<file path="config.mk">
export PLATFORM = sky130hd
export DESIGN_NAME = id_ex_reg
export DESIGN_NICKNAME = d
export VERILOG_FILES = /design/src/rtl/pipeline_pkg.sv /design/src/rtl/id_ex_bypass.sv /design/src/rtl/id_ex_reg.sv
export SDC_FILE = /design/constraint.sdc
export NUM_CORES = 1
export LEC_CHECK = 0
export ABC_AREA = 1
export CORE_AREA = 2 2 145 147
export DETAILED_ROUTE_END_ITERATION = 10
export DIE_AREA = 0 0 147 149
export PLACE_DENSITY = 0.78
export RECOVER_POWER = 25
export SLEW_MARGIN = 20
export SYNTH_ARGS = -nofsm -noshare
export SYNTH_HDL_FRONTEND = slang
export SYNTH_SLANG_ARGS = --single-unit
</file>
<file path="constraint.sdc">
create_clock -name clk -period 10.6 [get_ports clk]
set_input_delay 1.06 -clock clk [delete_from_list [all_inputs] [get_ports clk]]
set_output_delay 1.06 -clock clk [all_outputs]
set_load 0.02 [all_outputs]
</file>
<file path="src/rtl/pipeline_pkg.sv">
// Shared pipeline definitions: ALUOp encodings, writeback/destination selects,
// datapath width defaults and the bubble values used by the pipeline registers.
package pipeline_pkg;

  localparam int DATA_W_DEF = 32;
  localparam int REG_AW_DEF = 5;

  localparam logic [2:0] OP_ADD   = 3'b000;
  localparam logic [2:0] OP_SUB   = 3'b001;
  localparam logic [2:0] OP_FUNCT = 3'b010;
  localparam logic [2:0] OP_OR    = 3'b011;
  localparam logic [2:0] OP_AND   = 3'b100;
  localparam logic [2:0] OP_SLT   = 3'b101;
  localparam int         OP_UNSIGNED = 3;

  typedef enum logic [1:0] {
    REG_DST_RT  = 2'b00,
    REG_DST_RD  = 2'b01,
    REG_DST_R31 = 2'b10
  } reg_dst_e;

  typedef enum logic [1:0] {
    MEM_TO_REG_ALU = 2'b00,
    MEM_TO_REG_MEM = 2'b01,
    MEM_TO_REG_PC4 = 2'b10
  } mem_to_reg_e;

  // A bubble is all-zero: signed add with every enable off has no architectural effect.
  localparam logic [3:0] BUBBLE_ALU_OP     = {1'b0, OP_ADD};
  localparam logic [1:0] BUBBLE_REG_DST    = REG_DST_RT;
  localparam logic [1:0] BUBBLE_MEM_TO_REG = MEM_TO_REG_ALU;
  localparam logic       BUBBLE_VALID      = 1'b0;
  localparam logic       BUBBLE_ENABLE     = 1'b0;

endpackage

</file>
<file path="src/rtl/id_ex_bypass.sv">
// Writeback bypass for one operand: substitutes the WB data when WB is writing
// the same nonzero register address.
module id_ex_bypass #(
  parameter int DATA_W = 32,
  parameter int REG_AW = 5
) (
  input  logic [REG_AW-1:0] addr_i,
  input  logic [DATA_W-1:0] data_i,
  input  logic              wb_reg_write_i,
  input  logic [REG_AW-1:0] wb_write_addr_i,
  input  logic [DATA_W-1:0] wb_write_data_i,
  output logic [DATA_W-1:0] data_o
);

  logic hit;

  // $zero is hardwired, so a WB to address 0 must never leak into an operand.
  assign hit    = wb_reg_write_i && (wb_write_addr_i != '0) && (wb_write_addr_i == addr_i);
  assign data_o = hit ? wb_write_data_i : data_i;

endmodule

</file>
<file path="src/rtl/id_ex_reg.sv">
// ID/EX pipeline register with stall (hold), flush (bubble) and a writeback
// bypass that also refreshes held operands during a stall.
module id_ex_reg
  import pipeline_pkg::*;
#(
  parameter int DATA_W = DATA_W_DEF,
  parameter int REG_AW = REG_AW_DEF
) (
  input  logic              clk,
  input  logic              reset,
  input  logic              stall,
  input  logic              flush,
  input  logic              id_valid,
  input  logic [DATA_W-1:0] id_pc_plus4,
  input  logic [3:0]        id_alu_op,
  input  logic [5:0]        id_funct,
  input  logic [4:0]        id_shamt,
  input  logic [DATA_W-1:0] id_rs_data,
  input  logic [DATA_W-1:0] id_rt_data,
  input  logic [DATA_W-1:0] id_imm_ext,
  input  logic [REG_AW-1:0] id_rs,
  input  logic [REG_AW-1:0] id_rt,
  input  logic [REG_AW-1:0] id_rd,
  input  logic              id_alu_src1,
  input  logic              id_alu_src2,
  input  logic [1:0]        id_reg_dst,
  input  logic              id_mem_read,
  input  logic              id_mem_write,
  input  logic              id_reg_write,
  input  logic [1:0]        id_mem_to_reg,
  input  logic              wb_reg_write,
  input  logic [REG_AW-1:0] wb_write_addr,
  input  logic [DATA_W-1:0] wb_write_data,
  output logic              ex_valid,
  output logic [DATA_W-1:0] ex_pc_plus4,
  output logic [3:0]        ex_alu_op,
  output logic [5:0]        ex_funct,
  output logic [4:0]        ex_shamt,
  output logic [DATA_W-1:0] ex_rs_data,
  output logic [DATA_W-1:0] ex_rt_data,
  output logic [DATA_W-1:0] ex_imm_ext,
  output logic [REG_AW-1:0] ex_rs,
  output logic [REG_AW-1:0] ex_rt,
  output logic [REG_AW-1:0] ex_rd,
  output logic              ex_alu_src1,
  output logic              ex_alu_src2,
  output logic [1:0]        ex_reg_dst,
  output logic              ex_mem_read,
  output logic              ex_mem_write,
  output logic              ex_reg_write,
  output logic [1:0]        ex_mem_to_reg
);

  logic              valid_q, valid_d;
  logic [DATA_W-1:0] pc_plus4_q, pc_plus4_d;
  logic [3:0]        alu_op_q, alu_op_d;
  logic [5:0]        funct_q, funct_d;
  logic [4:0]        shamt_q, shamt_d;
  logic [DATA_W-1:0] rs_data_q, rs_data_d;
  logic [DATA_W-1:0] rt_data_q, rt_data_d;
  logic [DATA_W-1:0] imm_ext_q, imm_ext_d;
  logic [REG_AW-1:0] rs_q, rs_d;
  logic [REG_AW-1:0] rt_q, rt_d;
  logic [REG_AW-1:0] rd_q, rd_d;
  logic              alu_src1_q, alu_src1_d;
  logic              alu_src2_q, alu_src2_d;
  logic [1:0]        reg_dst_q, reg_dst_d;
  logic              mem_read_q, mem_read_d;
  logic              mem_write_q, mem_write_d;
  logic              reg_write_q, reg_write_d;
  logic [1:0]        mem_to_reg_q, mem_to_reg_d;

  logic              holding;
  logic [REG_AW-1:0] rs_addr_sel, rt_addr_sel;
  logic [DATA_W-1:0] rs_data_sel, rt_data_sel;
  logic [DATA_W-1:0] rs_bypassed, rt_bypassed;

  // One bypass per operand serves both paths: incoming ID operands on a load,
  // the held EX operands while stalled.
  assign holding     = stall && !flush;
  assign rs_addr_sel = holding ? rs_q      : id_rs;
  assign rt_addr_sel = holding ? rt_q      : id_rt;
  assign rs_data_sel = holding ? rs_data_q : id_rs_data;
  assign rt_data_sel = holding ? rt_data_q : id_rt_data;

  id_ex_bypass #(.DATA_W(DATA_W), .REG_AW(REG_AW)) u_rs_bypass (
    .addr_i          (rs_addr_sel),
    .data_i          (rs_data_sel),
    .wb_reg_write_i  (wb_reg_write),
    .wb_write_addr_i (wb_write_addr),
    .wb_write_data_i (wb_write_data),
    .data_o          (rs_bypassed)
  );

  id_ex_bypass #(.DATA_W(DATA_W), .REG_AW(REG_AW)) u_rt_bypass (
    .addr_i          (rt_addr_sel),
    .data_i          (rt_data_sel),
    .wb_reg_write_i  (wb_reg_write),
    .wb_write_addr_i (wb_write_addr),
    .wb_write_data_i (wb_write_data),
    .data_o          (rt_bypassed)
  );

  always_comb begin
    valid_d      = valid_q;
    pc_plus4_d   = pc_plus4_q;
    alu_op_d     = alu_op_q;
    funct_d      = funct_q;
    shamt_d      = shamt_q;
    rs_data_d    = rs_data_q;
    rt_data_d    = rt_data_q;
    imm_ext_d    = imm_ext_q;
    rs_d         = rs_q;
    rt_d         = rt_q;
    rd_d         = rd_q;
    alu_src1_d   = alu_src1_q;
    alu_src2_d   = alu_src2_q;
    reg_dst_d    = reg_dst_q;
    mem_read_d   = mem_read_q;
    mem_write_d  = mem_write_q;
    reg_write_d  = reg_write_q;
    mem_to_reg_d = mem_to_reg_q;
    if (flush) begin
      valid_d      = BUBBLE_VALID;
      pc_plus4_d   = '0;
      alu_op_d     = BUBBLE_ALU_OP;
      funct_d      = '0;
      shamt_d      = '0;
      rs_data_d    = '0;
      rt_data_d    = '0;
      imm_ext_d    = '0;
      rs_d         = '0;
      rt_d         = '0;
      rd_d         = '0;
      alu_src1_d   = BUBBLE_ENABLE;
      alu_src2_d   = BUBBLE_ENABLE;
      reg_dst_d    = BUBBLE_REG_DST;
      mem_read_d   = BUBBLE_ENABLE;
      mem_write_d  = BUBBLE_ENABLE;
      reg_write_d  = BUBBLE_ENABLE;
      mem_to_reg_d = BUBBLE_MEM_TO_REG;
    end else if (!stall) begin
      valid_d      = id_valid;
      pc_plus4_d   = id_pc_plus4;
      alu_op_d     = id_alu_op;
      funct_d      = id_funct;
      shamt_d      = id_shamt;
      rs_data_d    = rs_bypassed;
      rt_data_d    = rt_bypassed;
      imm_ext_d    = id_imm_ext;
      rs_d         = id_rs;
      rt_d         = id_rt;
      rd_d         = id_rd;
      alu_src1_d   = id_alu_src1;
      alu_src2_d   = id_alu_src2;
      reg_dst_d    = id_reg_dst;
      mem_read_d   = id_mem_read;
      mem_write_d  = id_mem_write;
      reg_write_d  = id_reg_write;
      mem_to_reg_d = id_mem_to_reg;
    end else if (valid_q) begin
      rs_data_d = rs_bypassed;
      rt_data_d = rt_bypassed;
    end
  end

  always_ff @(posedge clk or posedge reset) begin
    if (reset) begin
      valid_q      <= BUBBLE_VALID;
      pc_plus4_q   <= '0;
      alu_op_q     <= BUBBLE_ALU_OP;
      funct_q      <= '0;
      shamt_q      <= '0;
      rs_data_q    <= '0;
      rt_data_q    <= '0;
      imm_ext_q    <= '0;
      rs_q         <= '0;
      rt_q         <= '0;
      rd_q         <= '0;
      alu_src1_q   <= BUBBLE_ENABLE;
      alu_src2_q   <= BUBBLE_ENABLE;
      reg_dst_q    <= BUBBLE_REG_DST;
      mem_read_q   <= BUBBLE_ENABLE;
      mem_write_q  <= BUBBLE_ENABLE;
      reg_write_q  <= BUBBLE_ENABLE;
      mem_to_reg_q <= BUBBLE_MEM_TO_REG;
    end else begin
      valid_q      <= valid_d;
      pc_plus4_q   <= pc_plus4_d;
      alu_op_q     <= alu_op_d;
      funct_q      <= funct_d;
      shamt_q      <= shamt_d;
      rs_data_q    <= rs_data_d;
      rt_data_q    <= rt_data_d;
      imm_ext_q    <= imm_ext_d;
      rs_q         <= rs_d;
      rt_q         <= rt_d;
      rd_q         <= rd_d;
      alu_src1_q   <= alu_src1_d;
      alu_src2_q   <= alu_src2_d;
      reg_dst_q    <= reg_dst_d;
      mem_read_q   <= mem_read_d;
      mem_write_q  <= mem_write_d;
      reg_write_q  <= reg_write_d;
      mem_to_reg_q <= mem_to_reg_d;
    end
  end

  assign ex_valid      = valid_q;
  assign ex_pc_plus4   = pc_plus4_q;
  assign ex_alu_op     = alu_op_q;
  assign ex_funct      = funct_q;
  assign ex_shamt      = shamt_q;
  assign ex_rs_data    = rs_data_q;
  assign ex_rt_data    = rt_data_q;
  assign ex_imm_ext    = imm_ext_q;
  assign ex_rs         = rs_q;
  assign ex_rt         = rt_q;
  assign ex_rd         = rd_q;
  assign ex_alu_src1   = alu_src1_q;
  assign ex_alu_src2   = alu_src2_q;
  assign ex_reg_dst    = reg_dst_q;
  assign ex_mem_read   = mem_read_q;
  assign ex_mem_write  = mem_write_q;
  assign ex_reg_write  = reg_write_q;
  assign ex_mem_to_reg = mem_to_reg_q;

endmodule

</file>
* After elaboration in Yosys (flattened, before gate mapping)
Index checks and enable logic that the tools add are counted.
** Word-level totals
- Register bits :: 168
- Output and inout bits :: 168
** Operators by class
- Equality and inequality tests :: 4
- Muxes and demuxes :: 44
- Reductions and logical operators :: 6
** Operators by type and width (count)
- 2-to-1 mux 32 bit :: 14
- 2-to-1 mux 5 bit :: 10
- 2-to-1 mux 1 bit :: 12
- 2-to-1 mux 6 bit :: 2
- == test 5 bit :: 2
- 2-to-1 mux 2 bit :: 4
- 2-to-1 mux 4 bit :: 2
- nonzero test 5 bit :: 1
- logical AND 1 bit :: 4
- != test 3 x 1 -> 1 bit (second input constant) :: 1
- != test 2 x 1 -> 1 bit (second input constant) :: 1
- zero test 1 bit :: 1

* Logic depth before layout (Yosys ltp)
Gate-level depths: netlist (run 1).
- Depth after elaboration :: 9
- Gate-level depth with buffers :: 13

* Cells and area by module
A second synthesis (run 1) with hierarchy kept.
** Second synthesis, totals
- Cell total of the unflattened synthesis :: 1375
- Area total of the unflattened synthesis :: 9542.9 µm²
** Modules (own cells, without submodules)
- id_ex_reg :: instances 1, cells an instance 1101, area an instance 8214.1 µm²
- id_ex_bypass :: instances 2, cells an instance 137, area an instance 664.4 µm²

* Least setup slack after synthesis (run 1)
OpenSTA, ideal clock, no wires.
- Path kind :: input port to flip-flop
- Start :: in flush
- End :: reg rt_data_q[20] (netlist: ex_rt_data[20])
- Setup time :: 66 ps
- Data arrival time :: 2356 ps
- Data required time :: 10534 ps
- Setup slack :: 8178 ps
- Stages on the path :: 11
- Buffers on the path :: 2
- Cell sequence :: inv_2 -> buf_2 -> nand3_1 -> nand3_1 -> nand2_1 -> nor2_2 -> nand4_2 -> nand2_2 -> buf_6 -> nand3_1 -> nand2_1
** Between the ends
- Longest elaborated chain between the ends :: 9
- Elaborated cells between the ends (all ways) :: 11
- Those cells by class :: 2 x eq/ne; 6 x mux; 3 x reduce/logical
** RTL lines
- from (decl) :: RTL line id_ex_reg.sv:12 : input logic flush,
- zero test 1 bit :: RTL line id_ex_reg.sv:80 : assign holding = stall && !flush;
- logical AND 1 bit :: RTL line id_ex_reg.sv:80
- 2-to-1 mux 5 bit :: RTL line id_ex_reg.sv:82 : assign rt_addr_sel = holding ? rt_q : id_rt;
- == test 5 bit :: RTL line id_ex_bypass.sv:18 : assign hit = wb_reg_write_i && (wb_write_addr_i != '0) && (wb_write_addr_i == addr_i);
- logical AND 1 bit :: RTL line id_ex_bypass.sv:18
- 2-to-1 mux 32 bit :: RTL line id_ex_bypass.sv:19 : assign data_o = hit ? wb_write_data_i : data_i;
- 2-to-1 mux 32 bit :: RTL line id_ex_reg.sv:161 : end else if (valid_q) begin
- 2-to-1 mux 32 bit :: RTL line id_ex_reg.sv:142 : end else if (!stall) begin
- 2-to-1 mux 32 bit :: RTL line id_ex_reg.sv:123 : if (flush) begin
- to (signal assigned) :: RTL line id_ex_reg.sv:194 : rt_data_q <= rt_data_d;
- to (decl) :: RTL line id_ex_reg.sv:60 : logic [DATA_W-1:0] rt_data_q, rt_data_d;
Parallel ways exist; a longest one is shown, timed or not. The select of a mux whose other input is x is not followed.
A chain may end at the register's enable or synchronous reset.

* Worst setup path in the final report (run 1)
- Start :: in flush
- End :: reg rt_data_q[13] (netlist: ex_rt_data[13])
Same word-level chain as after synthesis.

==> results of run 1 <==
-- Yosys cell counts, drive strengths merged --
cell type,instances
nand2,421
nand3,252
dfrtp,168
nand4,67
clkbuf,44
buf,40
inv,20
nor2,11
a21oi,8
-- power breakdown --
group / total, mW / switching (mW) / internal [mW] / leakage (nW)
registers: 0.710 / 0.0269 / 0.683 / 2.21
logic: 0.381 / 0.208 / 0.172 / 3.68
clock network: 0.644 / 0.278 / 0.367 / 0.297
total: 1.73 / 0.513 / 1.22 / 6.19
-- cells by family (layout without fill, tap and decap cells) --
kind of cell / after synthesis / after routing / synth area share [%]
AND/OR/NAND/NOR: 751 / 751 / 41.6
flip-flops: 168 / 168 / 52.2
buffers and inverters: 104 / 442 / 5.67
AO/OA/AOI/OAI: 8 / 8 / 0.497
other: 0 / 2 / 0
-- through the flow --
| step | cell area (um^2) | util, % | hold WS (ns) |
|---|---|---|---|
| finish | 12500 | 60.8 | 0.467 |
| floorplan | 8050 | - | 0.584 |
| global placement | 11900 | 57.8 | 0.452 |
| detailed placement | 11900 | 57.8 | 0.457 |
| global route | 12500 | 60.8 | 0.479 |
| CTS | 12500 | 60.8 | 0.474 |
-- critical path, cell delays in order --
cell             delay (ns)
clkdlybuf4s50_1        0.72
inv_4                  0.71
buf_4                  0.84
nand3_1                0.26
nand3_1                0.17
nand2_1                0.07
nor2_2                 0.10
buf_4                  0.37
nand4_2                0.88
nand2_2                0.97
nand3_1                0.21
nand2_1                0.10
-- routing by layer --
| layer | global-route usage, % | vias up |
|---|---|---|
| met5 | 0 | - |
| met3 | 8.56 | 64 |
| met1 | 32.5 | 4120 |
| li1 | - | 4072 |
| met2 | 43.9 | 493 |
| met4 | 11.3 | 0 |
-- path summary, 6_finish.rpt --
check	cells after the start	to	start
setup / recovery	12	ex_rt_data[13]$_DFFE_PP0P_	flush
hold / removal	2	ex_imm_ext[25]$_DFFE_PP0P_	ex_imm_ext[25]$_DFFE_PP0P_
setup reg to reg	10	ex_rt_data[13]$_DFFE_PP0P_	ex_rt[4]$_DFFE_PP0P_
hold reg to reg	2	ex_imm_ext[25]$_DFFE_PP0P_	ex_imm_ext[25]$_DFFE_PP0P_
max in group asynchronous	3	ex_pc_plus4[30]$_DFFE_PP0P_	reset
min in group asynchronous	2	ex_pc_plus4[22]$_DFFE_PP0P_	reset
-- area by class of cell --
cell class              instances  area (um^2)
fillers                      1834         8050
flip-flops and latches        168         4200
repair buffers                390         3870
multi-input cells             759         3390
clock buffers                  19          453
well taps                     275          344
clock inverters                13          158
inverters                      20         78.8
diodes                          2         5.00
==> metrics.txt, run 1 <==
# TYPE chip_impl_metric gauge
chip_impl_info{name="outcome",value="complete, but fails checks"} 1
chip_impl_info{name="violations",value="capacitance limit, slew limit"} 1
chip_impl_metric{name="yosys_warnings",unit=""} 0
chip_impl_metric{name="synthesis.nets",unit=""} 1241
chip_impl_metric{name="die_area",unit="um^2"} 21900
chip_impl_metric{name="setup_tns",unit="ns"} 0
chip_impl_metric{name="syn-instance-count",unit=""} 1031
chip_impl_metric{name="avgRoutedWirePerCell",unit="um"} 18.2
chip_impl_metric{name="grt_antenna_before_repair",unit=""} 2
chip_impl_metric{name="final.min_clock_period",unit="ns"} 6.32
chip_impl_metric{name="timing.final.hold_violations",unit=""} 0
chip_impl_metric{name="ant_nets",unit=""} 0
chip_impl_metric{name="overall_power_consumption",unit="mW"} 1.73
chip_impl_metric{name="timing_worst_slew_pin_value",unit="ns"} 4.55
chip_impl_info{name="hold_path_class",value="reg -> reg"} 1
chip_impl_metric{name="gr-total-overflow",unit=""} 0
chip_impl_metric{name="yosysUniqueCellTypes",unit=""} 17
chip_impl_metric{name="cts.repair_timing.setup_buffer_count",unit=""} 0
chip_impl_metric{name="timing.critical_path.required",unit="ns"} 10.96
chip_impl_metric{name="drc",unit=""} 0
chip_impl_metric{name="grt_pass1_vias",unit=""} 8262
chip_impl_info{name="highest_routed_layer",value="met4"} 1
chip_impl_metric{name="dpl.cell_count",unit=""} 1612
chip_impl_metric{name="floorplan.initialDensity",unit="%"} 39.2
chip_impl_info{name="tritoncts",value="built"} 1
chip_impl_metric{name="final-max-slew-violation-count",unit=""} 101
chip_impl_metric{name="detailedRoute.firstPassIterationCount",unit=""} 5
chip_impl_metric{name="synth_top_area_share",unit="%"} 52.2
chip_impl_metric{name="met2_length",unit="um"} 14500
chip_impl_metric{name="final.setup.worst_slack",unit="ns"} 4.28
chip_impl_info{name="yosys-top-cells-area",value="dfrtp_1 (52%), nand2_1 (19%), nand3_1 (16%), nand4_1 (5.1%), clkbuf_1 (2.1%)"} 1
chip_impl_metric{name="cts_resized",unit=""} 0
chip_impl_info{name="layout_common_cells",value="nand2_1 (418), clkdlybuf4s50_1 (349), nand3_1 (252), dfrtp_1 (168), nand4_1 (65)"} 1
chip_impl_metric{name="synth_sequential_area_ratio",unit="%"} 52.2
chip_impl_metric{name="maximum_number_of_pins_on_one_net_before_global_route_repair",unit=""} 101
chip_impl_metric{name="cap_viol_max_count",unit=""} 1
chip_impl_metric{name="slew_margin_rel",unit="%"} -205
chip_impl_metric{name="worst_supply_voltage_drop_on_vdd",unit="uV"} 105
chip_impl_metric{name="wl_met3",unit="um"} 3260
chip_impl_info{name="critPathKind",value="in -> reg"} 1
chip_impl_info{name="cp-start-kind",value="input pin"} 1
chip_impl_metric{name="clock_latency",unit="ns"} 0.43
chip_impl_metric{name="fin_worst_skew",unit="ns"} 0.0122
chip_impl_metric{name="arrival",unit="ns"} 6.68
chip_impl_metric{name="post_synthesis_sequential_element_count",unit=""} 168
chip_impl_metric{name="dieHeight",unit="um"} 149
chip_impl_info{name="post-synth-top-area-cell",value="dfrtp_1"} 1
chip_impl_metric{name="fin_crit_sh",unit="%"} 59.6
chip_impl_info{name="cts-root-buf",value="clkbuf_16"} 1
chip_impl_metric{name="vias_per_cell",unit=""} 5.32
chip_impl_metric{name="drive_above_1_share",unit="%"} 4.38
chip_impl_metric{name="cts.reportedPaths.clkPinSlew",unit="ns"} 0.07
chip_impl_metric{name="final_net_count",unit=""} 1566
chip_impl_metric{name="critPathMaxFanout",unit=""} 97
chip_impl_metric{name="fp.coreArea",unit="um^2"} 20600
chip_impl_metric{name="cts_htree_levels",unit=""} 4
chip_impl_metric{name="clock_tree.buffer_depth",unit=""} 2
chip_impl_info{name="rsz_0062_raised_after_global_routing",value="no"} 1
chip_impl_metric{name="drt-initial-drc-count",unit=""} 752
chip_impl_metric{name="instances_no_fill",unit=""} 1646
chip_impl_metric{name="cts_buffers",unit=""} 17
chip_impl_info{name="mostFrequentLayoutCell",value="nand2_1"} 1
chip_impl_metric{name="grt_util_all_layers",unit="%"} 26.7
chip_impl_metric{name="p_per_area",unit="nW/um^2"} 139
chip_impl_info{name="endpoint_kind",value="flop"} 1
chip_impl_metric{name="worst-r2r-setup-slack",unit="ns"} 7.11
chip_impl_metric{name="static-leakage-power",unit="nW"} 6.19
chip_impl_metric{name="areaGrowthSynthToFinish",unit="%"} 55.3
chip_impl_metric{name="place_hpwl",unit="um"} 20500
chip_impl_metric{name="fp-row-count",unit=""} 53
chip_impl_metric{name="fmaxAchievable",unit="MHz"} 158
chip_impl_metric{name="synth.cell_area",unit="um^2"} 8050
chip_impl_metric{name="clock_sinks",unit=""} 168
chip_impl_metric{name="routed_wl",unit="um"} 29900
chip_impl_metric{name="die_w",unit="um"} 147
chip_impl_metric{name="postCtsHoldBufs",unit=""} 0
chip_impl_metric{name="io-pin-count",unit=""} 378
chip_impl_metric{name="number_of_port_buffers",unit=""} 377
chip_impl_metric{name="place_congestion",unit=""} 0.889
chip_impl_metric{name="timing.final.setup_violations",unit=""} 0
chip_impl_metric{name="met1_length",unit="um"} 11100
chip_impl_metric{name="synthesized_area_per_cell",unit="um^2"} 7.81
chip_impl_metric{name="grt_pass1_wl",unit="um"} 46000
chip_impl_metric{name="placement.setup.worst_slack",unit="ns"} 3.98
chip_impl_metric{name="route.vias.total",unit=""} 8749
(Power assumes the default switching activity.)
==> run 2: changes to the inputs <==
CORE_AREA = unset   (was 2 2 145 147)
CORE_UTILIZATION = 38   (was unset)
DIE_AREA = unset   (was 0 0 147 149)
clock period = 5.2 ns   (was 10.6 ns; I/O delays follow)
==> run 2 against run 1 <==
The run still ends with capacitance limit, slew limit left. Global-route usage is 0.46 points higher. Critical path depth is 10 lower. Largest power group unchanged. Highest routed layer unchanged. Clock-buffer cell count is 2 lower. Non-clock buffer count is 3 higher. Critical endpoint is now ex_rs[4]$_DFFE_PP0P_.
==> metrics.txt, run 2 (same netlist as run 1, synthesis figures left out) <==
# TYPE chip_impl_metric gauge
chip_impl_info{name="outcome",value="complete, but fails checks"} 1
chip_impl_info{name="violations",value="capacitance limit, slew limit"} 1
chip_impl_metric{name="grt_antenna_before_repair",unit=""} 0
chip_impl_metric{name="clock_tree.buffer_depth",unit=""} 2
chip_impl_info{name="layout_common_cells",value="nand2_1 (418), clkdlybuf4s50_1 (376), nand3_1 (252), dfrtp_1 (168), nand4_1 (65)"} 1
chip_impl_metric{name="die_area",unit="um^2"} 21800
chip_impl_info{name="cts-root-buf",value="clkbuf_16"} 1
chip_impl_metric{name="min_delay_path_depth",unit=""} 2
chip_impl_metric{name="critical_path.max_stage_delay",unit="ns"} 2.40
chip_impl_info{name="path_cells",value="dlygate4sd3_1, inv_1"} 1
chip_impl_metric{name="vias_per_cell",unit=""} 5.23
chip_impl_metric{name="clock_sinks",unit=""} 168
chip_impl_metric{name="timing.critical_path.required",unit="ns"} 4.96
chip_impl_metric{name="areaGrowthSynthToFinish",unit="%"} 55.3
chip_impl_metric{name="place_area",unit="um^2"} 11900
chip_impl_metric{name="worst-r2r-setup-slack",unit="ns"} 2.64
chip_impl_metric{name="floorplan.initialDensity",unit="%"} 39.3
chip_impl_metric{name="worstRegToRegCells",unit=""} 11
chip_impl_metric{name="instances_no_fill",unit=""} 1641
chip_impl_metric{name="drc",unit=""} 0
chip_impl_metric{name="drt-initial-drc-count",unit=""} 687
chip_impl_metric{name="arrival",unit="ns"} 3.55
chip_impl_info{name="timing.hold.worst_endpoint",value="ex_imm_ext[1]$_DFFE_PP0P_"} 1
chip_impl_info{name="regToRegStartpoint",value="ex_rt[1]$_DFFE_PP0P_"} 1
chip_impl_info{name="cp-start-kind",value="input pin"} 1
chip_impl_info{name="endpoint_kind",value="asynchronous set/reset pin"} 1
chip_impl_info{name="worst_r2r_endpoint",value="ex_rt_data[31]$_DFFE_PP0P_"} 1
chip_impl_info{name="timing.critical_path.slowest_stage_cell",value="inv_1"} 1
chip_impl_metric{name="grt_util_all_layers",unit="%"} 27.2
chip_impl_metric{name="fin_crit_sh",unit="%"} 73.0
chip_impl_metric{name="fmaxAchievable",unit="MHz"} 263
chip_impl_metric{name="dpl.cell_count",unit=""} 1610
chip_impl_metric{name="final.min_clock_period",unit="ns"} 3.80
chip_impl_metric{name="final-max-slew-violation-count",unit=""} 90
chip_impl_metric{name="timing_worst_slew_pin_value",unit="ns"} 3.44
chip_impl_metric{name="final_net_count",unit=""} 1569
chip_impl_info{name="critPathKind",value="in -> async"} 1
chip_impl_metric{name="inserted_diodes",unit=""} 0
chip_impl_metric{name="cts.reportedPaths.clkPinSlew",unit="ns"} 0.07
chip_impl_metric{name="detailedRoute.firstPassIterationCount",unit=""} 7
chip_impl_metric{name="gr-total-overflow",unit=""} 0
chip_impl_metric{name="ant_nets",unit=""} 0
chip_impl_metric{name="timing.final.setup_violations",unit=""} 0
chip_impl_metric{name="design_area",unit="um^2"} 12500
chip_impl_metric{name="cap_viol_max_count",unit=""} 1
chip_impl_info{name="holdCritStartpoint",value="ex_imm_ext[1]$_DFFE_PP0P_"} 1
chip_impl_metric{name="routed_wl",unit="um"} 29600
chip_impl_metric{name="fp-row-count",unit=""} 52
chip_impl_info{name="tritoncts",value="built"} 1
chip_impl_metric{name="timing.final.hold_violations",unit=""} 0
chip_impl_metric{name="dieHeight",unit="um"} 148
chip_impl_metric{name="cts_htree_levels",unit=""} 4
chip_impl_metric{name="place_hpwl",unit="um"} 20200
chip_impl_metric{name="crit_path_buffers_inverters",unit=""} 2
chip_impl_metric{name="die_w",unit="um"} 148
chip_impl_metric{name="static-leakage-power",unit="nW"} 6.14
chip_impl_metric{name="drive_above_1_share",unit="%"} 4.45
chip_impl_info{name="worst_path_dominant_cell_family",value="buffers and inverters"} 1
chip_impl_metric{name="setup_tns",unit="ns"} 0
chip_impl_metric{name="clock_latency",unit="ns"} 0.43
chip_impl_metric{name="fp.coreArea",unit="um^2"} 20500
chip_impl_metric{name="slew_margin_rel",unit="%"} -130
chip_impl_metric{name="maximum_number_of_pins_on_one_net_before_global_route_repair",unit=""} 95
chip_impl_metric{name="cts_buffers",unit=""} 17
chip_impl_metric{name="layout_filler_cell_count",unit=""} 1865
chip_impl_metric{name="critPathMaxFanout",unit=""} 90
chip_impl_metric{name="postCtsHoldBufs",unit=""} 0
chip_impl_metric{name="number_of_port_buffers",unit=""} 377
chip_impl_metric{name="cts_resized",unit=""} 0
chip_impl_metric{name="grt_pass1_wl",unit="um"} 46100
chip_impl_metric{name="worst_supply_voltage_drop_on_vdd",unit="uV"} 204
chip_impl_metric{name="avgRoutedWirePerCell",unit="um"} 18.1
chip_impl_metric{name="whs",unit="ns"} 0.470
chip_impl_info{name="hold_path_class",value="reg -> reg"} 1
chip_impl_metric{name="route.vias.total",unit=""} 8587
chip_impl_metric{name="place_congestion",unit=""} 0.893
chip_impl_metric{name="cts.repair_timing.setup_buffer_count",unit=""} 0
chip_impl_info{name="rsz_0062_raised_after_global_routing",value="no"} 1
chip_impl_metric{name="fin_worst_skew",unit="ns"} 0.0108
chip_impl_metric{name="p_per_area",unit="nW/um^2"} 281
chip_impl_info{name="mostFrequentLayoutCell",value="nand2_1"} 1
chip_impl_metric{name="io-pin-count",unit=""} 378
chip_impl_metric{name="grt_pass1_vias",unit=""} 8428
run 2: worst max-delay path by stage:
stage                      from                    endpoint  slack (ns)  depth (start not counted)
after global placement    flush  ex_rs_data[13]$_DFFE_PP0P_        1.17                         11
after global routing      reset        ex_rt[0]$_DFFE_PP0P_        0.66                          2
after CTS                 flush  ex_rs_data[13]$_DFFE_PP0P_        1.56                         11
after detailed placement  flush  ex_rs_data[25]$_DFFE_PP0P_        1.13                         11
after floorplan           reset    ex_alu_op[0]$_DFFE_PP0P_        0.13                          1
final                     reset        ex_rs[4]$_DFFE_PP0P_        1.40                          2
run 2: per-layer routing:
metal / share of wire (%) / global-route usage [%] / vias up
li1: - / - / 4066
met1: 39 / 33.9 / 3984
met2: 48 / 43.9 / 475
met3: 9.9 / 7.41 / 62
met4: 3.6 / 12.2 / 0
met5: 0 / 0 / -
run 2: power by group:
part	internal [mW]	total, mW	switching [mW]
Sequential	1.39	1.44	0.0519
Combinational	0.358	0.781	0.423
Clock	0.719	1.29	0.570
Total	2.47	3.51	1.04
run 2: layout make-up:
cell class / count / area [um^2] / area share, %
Sequential cell: 168 / 4200 / 33.6
Timing Repair Buffer: 393 / 3910 / 31.2
Multi-Input combinational cell: 759 / 3390 / 27.1
Clock buffer: 17 / 425 / 3.40
Tap cell: 270 / 338 / 2.70
Clock inverter: 14 / 163 / 1.30
Inverter: 20 / 77.6 / 0.620
run 2: stage by stage:
step / worst slack, ns / power (mW) / util, %
after floorplan: 0.133 / 1.81 / -
after global placement: 1.17 / 2.24 / 58.2
after detailed placement: 1.13 / 2.25 / 58.2
after CTS: 1.56 / 3.54 / 61.0
after global routing: 0.659 / 3.66 / 61.0
final: 1.40 / 3.51 / 61.0
==> run 3: changes to the inputs <==
CORE_AREA = 2 2 146 148   (was unset)
CORE_UTILIZATION = unset   (was 38)
DIE_AREA = 0 0 148 150   (was unset)
PLACE_DENSITY = 0.77   (was 0.78)
clock period = 3.75 ns   (was 5.2 ns; I/O delays follow)
==> run 3 against run 2 <==
Largest power group unchanged. Worst hold slack got worse by 0.00052 ns. Flip-flop and latch count unchanged. Register-to-register slack got worse by 0.95 ns. Critical path depth increased by 13. The run still ends with capacitance limit, slew limit left. Utilization decreased by 0.50 points. Non-clock buffer count increased by 2. Setup slack got worse by 0.46 ns. Global-route usage decreased by 1.1 points. Largest cell class unchanged. Clock skew about the same. Clock-buffer cell count increased by 2. Sequential share of layout area about the same. Critical path type is now in -> reg.
==> metrics.txt, run 3 (same netlist as run 1, synthesis figures left out) <==
# TYPE chip_impl_metric gauge
chip_impl_info{name="layout_common_cells",value="nand2_1 (418), clkdlybuf4s50_1 (376), nand3_1 (252), dfrtp_1 (168), nand4_1 (65)"} 1
chip_impl_metric{name="grt_util_all_layers",unit="%"} 26.0
chip_impl_info{name="critPathKind",value="in -> reg"} 1
chip_impl_metric{name="floorplan.initialDensity",unit="%"} 38.9
chip_impl_metric{name="grt_antenna_before_repair",unit=""} 0
chip_impl_metric{name="fin_crit_sh",unit="%"} 74.8
chip_impl_info{name="endpoint_kind",value="flop"} 1
chip_impl_metric{name="final_core_util",unit="%"} 60.5
chip_impl_info{name="tritoncts",value="built"} 1
chip_impl_metric{name="instances_no_fill",unit=""} 1649
chip_impl_metric{name="io-pin-count",unit=""} 378
chip_impl_metric{name="cts.reportedPaths.clkPinSlew",unit="ns"} 0.07
chip_impl_metric{name="setup_tns",unit="ns"} 0
chip_impl_metric{name="grt_pass1_vias",unit=""} 8243
chip_impl_metric{name="timing.final.setup_violations",unit=""} 0
chip_impl_metric{name="worst-r2r-setup-slack",unit="ns"} 1.69
chip_impl_metric{name="avgRoutedWirePerCell",unit="um"} 17.9
chip_impl_metric{name="final_net_count",unit=""} 1571
chip_impl_info{name="mostFrequentLayoutCell",value="nand2_1"} 1
chip_impl_metric{name="cts_htree_levels",unit=""} 4
chip_impl_metric{name="number_of_port_buffers",unit=""} 377
chip_impl_metric{name="die_w",unit="um"} 148
chip_impl_metric{name="dieHeight",unit="um"} 150
chip_impl_metric{name="grt_pass1_wl",unit="um"} 45500
chip_impl_metric{name="timing.critical_path.required",unit="ns"} 4.06
chip_impl_metric{name="fp.coreArea",unit="um^2"} 20700
chip_impl_metric{name="detailedRoute.firstPassIterationCount",unit=""} 5
chip_impl_metric{name="cts.repair_timing.setup_buffer_count",unit=""} 0
chip_impl_metric{name="postCtsHoldBufs",unit=""} 0
chip_impl_metric{name="place_congestion",unit=""} 0.899
chip_impl_metric{name="inserted_diodes",unit=""} 0
chip_impl_metric{name="ant_nets",unit=""} 0
chip_impl_metric{name="worst_supply_voltage_drop_on_vdd",unit="uV"} 297
chip_impl_info{name="regToRegStartpoint",value="ex_rt[4]$_DFFE_PP0P_"} 1
chip_impl_metric{name="fp-row-count",unit=""} 53
chip_impl_metric{name="areaGrowthSynthToFinish",unit="%"} 55.5
chip_impl_metric{name="clock_latency",unit="ns"} 0.42
chip_impl_metric{name="design_area",unit="um^2"} 12500
chip_impl_metric{name="fmaxAchievable",unit="MHz"} 357
chip_impl_metric{name="die_area",unit="um^2"} 22200
chip_impl_metric{name="min_delay_path_depth",unit=""} 2
chip_impl_metric{name="fin_worst_skew",unit="ns"} 0.0103
chip_impl_metric{name="slew_margin_rel",unit="%"} -59.1
chip_impl_metric{name="worstRegToRegCells",unit=""} 12
chip_impl_metric{name="route.vias.total",unit=""} 8575
chip_impl_info{name="violations",value="capacitance limit, slew limit"} 1
chip_impl_metric{name="dpl.cell_count",unit=""} 1617
chip_impl_metric{name="cts_buffers",unit=""} 17
chip_impl_metric{name="cts_resized",unit=""} 0
chip_impl_metric{name="place_area",unit="um^2"} 12000
chip_impl_metric{name="place_hpwl",unit="um"} 20500
chip_impl_metric{name="final-max-slew-violation-count",unit=""} 170
chip_impl_info{name="rsz_0062_raised_after_global_routing",value="no"} 1
chip_impl_metric{name="drt-initial-drc-count",unit=""} 644
chip_impl_info{name="hold_path_class",value="reg -> reg"} 1
chip_impl_metric{name="drc",unit=""} 0
chip_impl_info{name="cts-root-buf",value="clkbuf_16"} 1
chip_impl_metric{name="drive_above_1_share",unit="%"} 4.66
chip_impl_metric{name="gr-total-overflow",unit=""} 0
chip_impl_info{name="holdCritStartpoint",value="ex_funct[3]$_DFFE_PP0P_"} 1
chip_impl_metric{name="layout_filler_cell_count",unit=""} 1824
chip_impl_metric{name="clock_sinks",unit=""} 168
chip_impl_metric{name="static-leakage-power",unit="nW"} 6.14
chip_impl_metric{name="clock_tree.buffer_depth",unit=""} 2
chip_impl_info{name="outcome",value="complete, but fails checks"} 1
chip_impl_info{name="timing.hold.worst_endpoint",value="ex_funct[3]$_DFFE_PP0P_"} 1
chip_impl_metric{name="final.min_clock_period",unit="ns"} 2.80
chip_impl_metric{name="cap_viol_max_count",unit=""} 2
chip_impl_metric{name="vias_per_cell",unit=""} 5.20
chip_impl_metric{name="p_per_area",unit="nW/um^2"} 388
chip_impl_metric{name="maximum_number_of_pins_on_one_net_before_global_route_repair",unit=""} 98
chip_impl_metric{name="timing_worst_slew_pin_value",unit="ns"} 2.39
chip_impl_metric{name="arrival",unit="ns"} 3.11
chip_impl_metric{name="routed_wl",unit="um"} 29500
chip_impl_info{name="cp-start-kind",value="input pin"} 1
chip_impl_info{name="worst_r2r_endpoint",value="ex_rt_data[10]$_DFFE_PP0P_"} 1
chip_impl_metric{name="critPathMaxFanout",unit=""} 46
chip_impl_metric{name="timing.final.hold_violations",unit=""} 0
[run 3: worst max-delay path by stage]
stage                from                          to  slack [ns]  cells after the start
floorplan           reset    ex_alu_op[0]$_DFFE_PP0P_        1.23                      1
global placement    flush   ex_rt_data[6]$_DFFE_PP0P_        0.66                     15
detailed placement  flush   ex_rt_data[1]$_DFFE_PP0P_        0.59                     15
CTS                 flush   ex_rs_data[2]$_DFFE_PP0P_        1.01                     12
global route        reset   ex_rs_data[8]$_DFFE_PP0P_        0.63                      3
finish              flush  ex_rt_data[10]$_DFFE_PP0P_        0.95                     15
[run 3: worst max-delay path: stages]
cell and delay [ns]:
clkdlybuf4s50_1 0.47, inv_4 0.37, nand2_2 0.29, nand2_1 0.18, nand2_1 0.07, nand2_1 0.05, nand2_1 0.06, nor2_2 0.14
buf_4 0.38, nand3_1 0.12, buf_4 0.27, nand2_1 0.11, nand2_1 0.06, nand3_1 0.06, nand2_1 0.07
[run 3: where the power goes]
| part | switching [mW] | internal [mW] | leakage [nW] |
|---|---|---|---|
| combinational | 0.582 | 0.496 | 3.64 |
| sequential | 0.0731 | 1.93 | 2.21 |
| clock | 0.770 | 1.01 | 0.290 |
| total | 1.42 | 3.44 | 6.14 |
[run 3: layout make-up]
cell class                 instances  area, um^2  area share [%]
sequential                       168        4200            33.6
timing repair buffer             395        3900            31.2
multi-input combinational        759        3400            27.2
clock buffer                      19         443            3.54
tap                              275         344            2.75
clock inverter                    13         146            1.17
inverter                          20        78.8           0.630
[run 3: metal layers]
metal	part of all wire, %	global-route usage, %	vias to the layer above
met5	0	0	-
met4	2.8	9.14	0
met3	11	8.87	51
met2	49	42.9	480
met1	37	32.0	3967
li1	-	-	4077
[run 3: stage by stage]
| step | hold WS [ns] | power [mW] | setup slack (ns) |
|---|---|---|---|
| after global routing | 0.490 | 5.07 | 0.628 |
| after detailed placement | 0.457 | 3.12 | 0.592 |
| final | 0.470 | 4.86 | 0.947 |
| after floorplan | 0.523 | 2.51 | 1.23 |
| after global placement | 0.453 | 3.11 | 0.662 |
| after CTS | 0.464 | 4.91 | 1.01 |
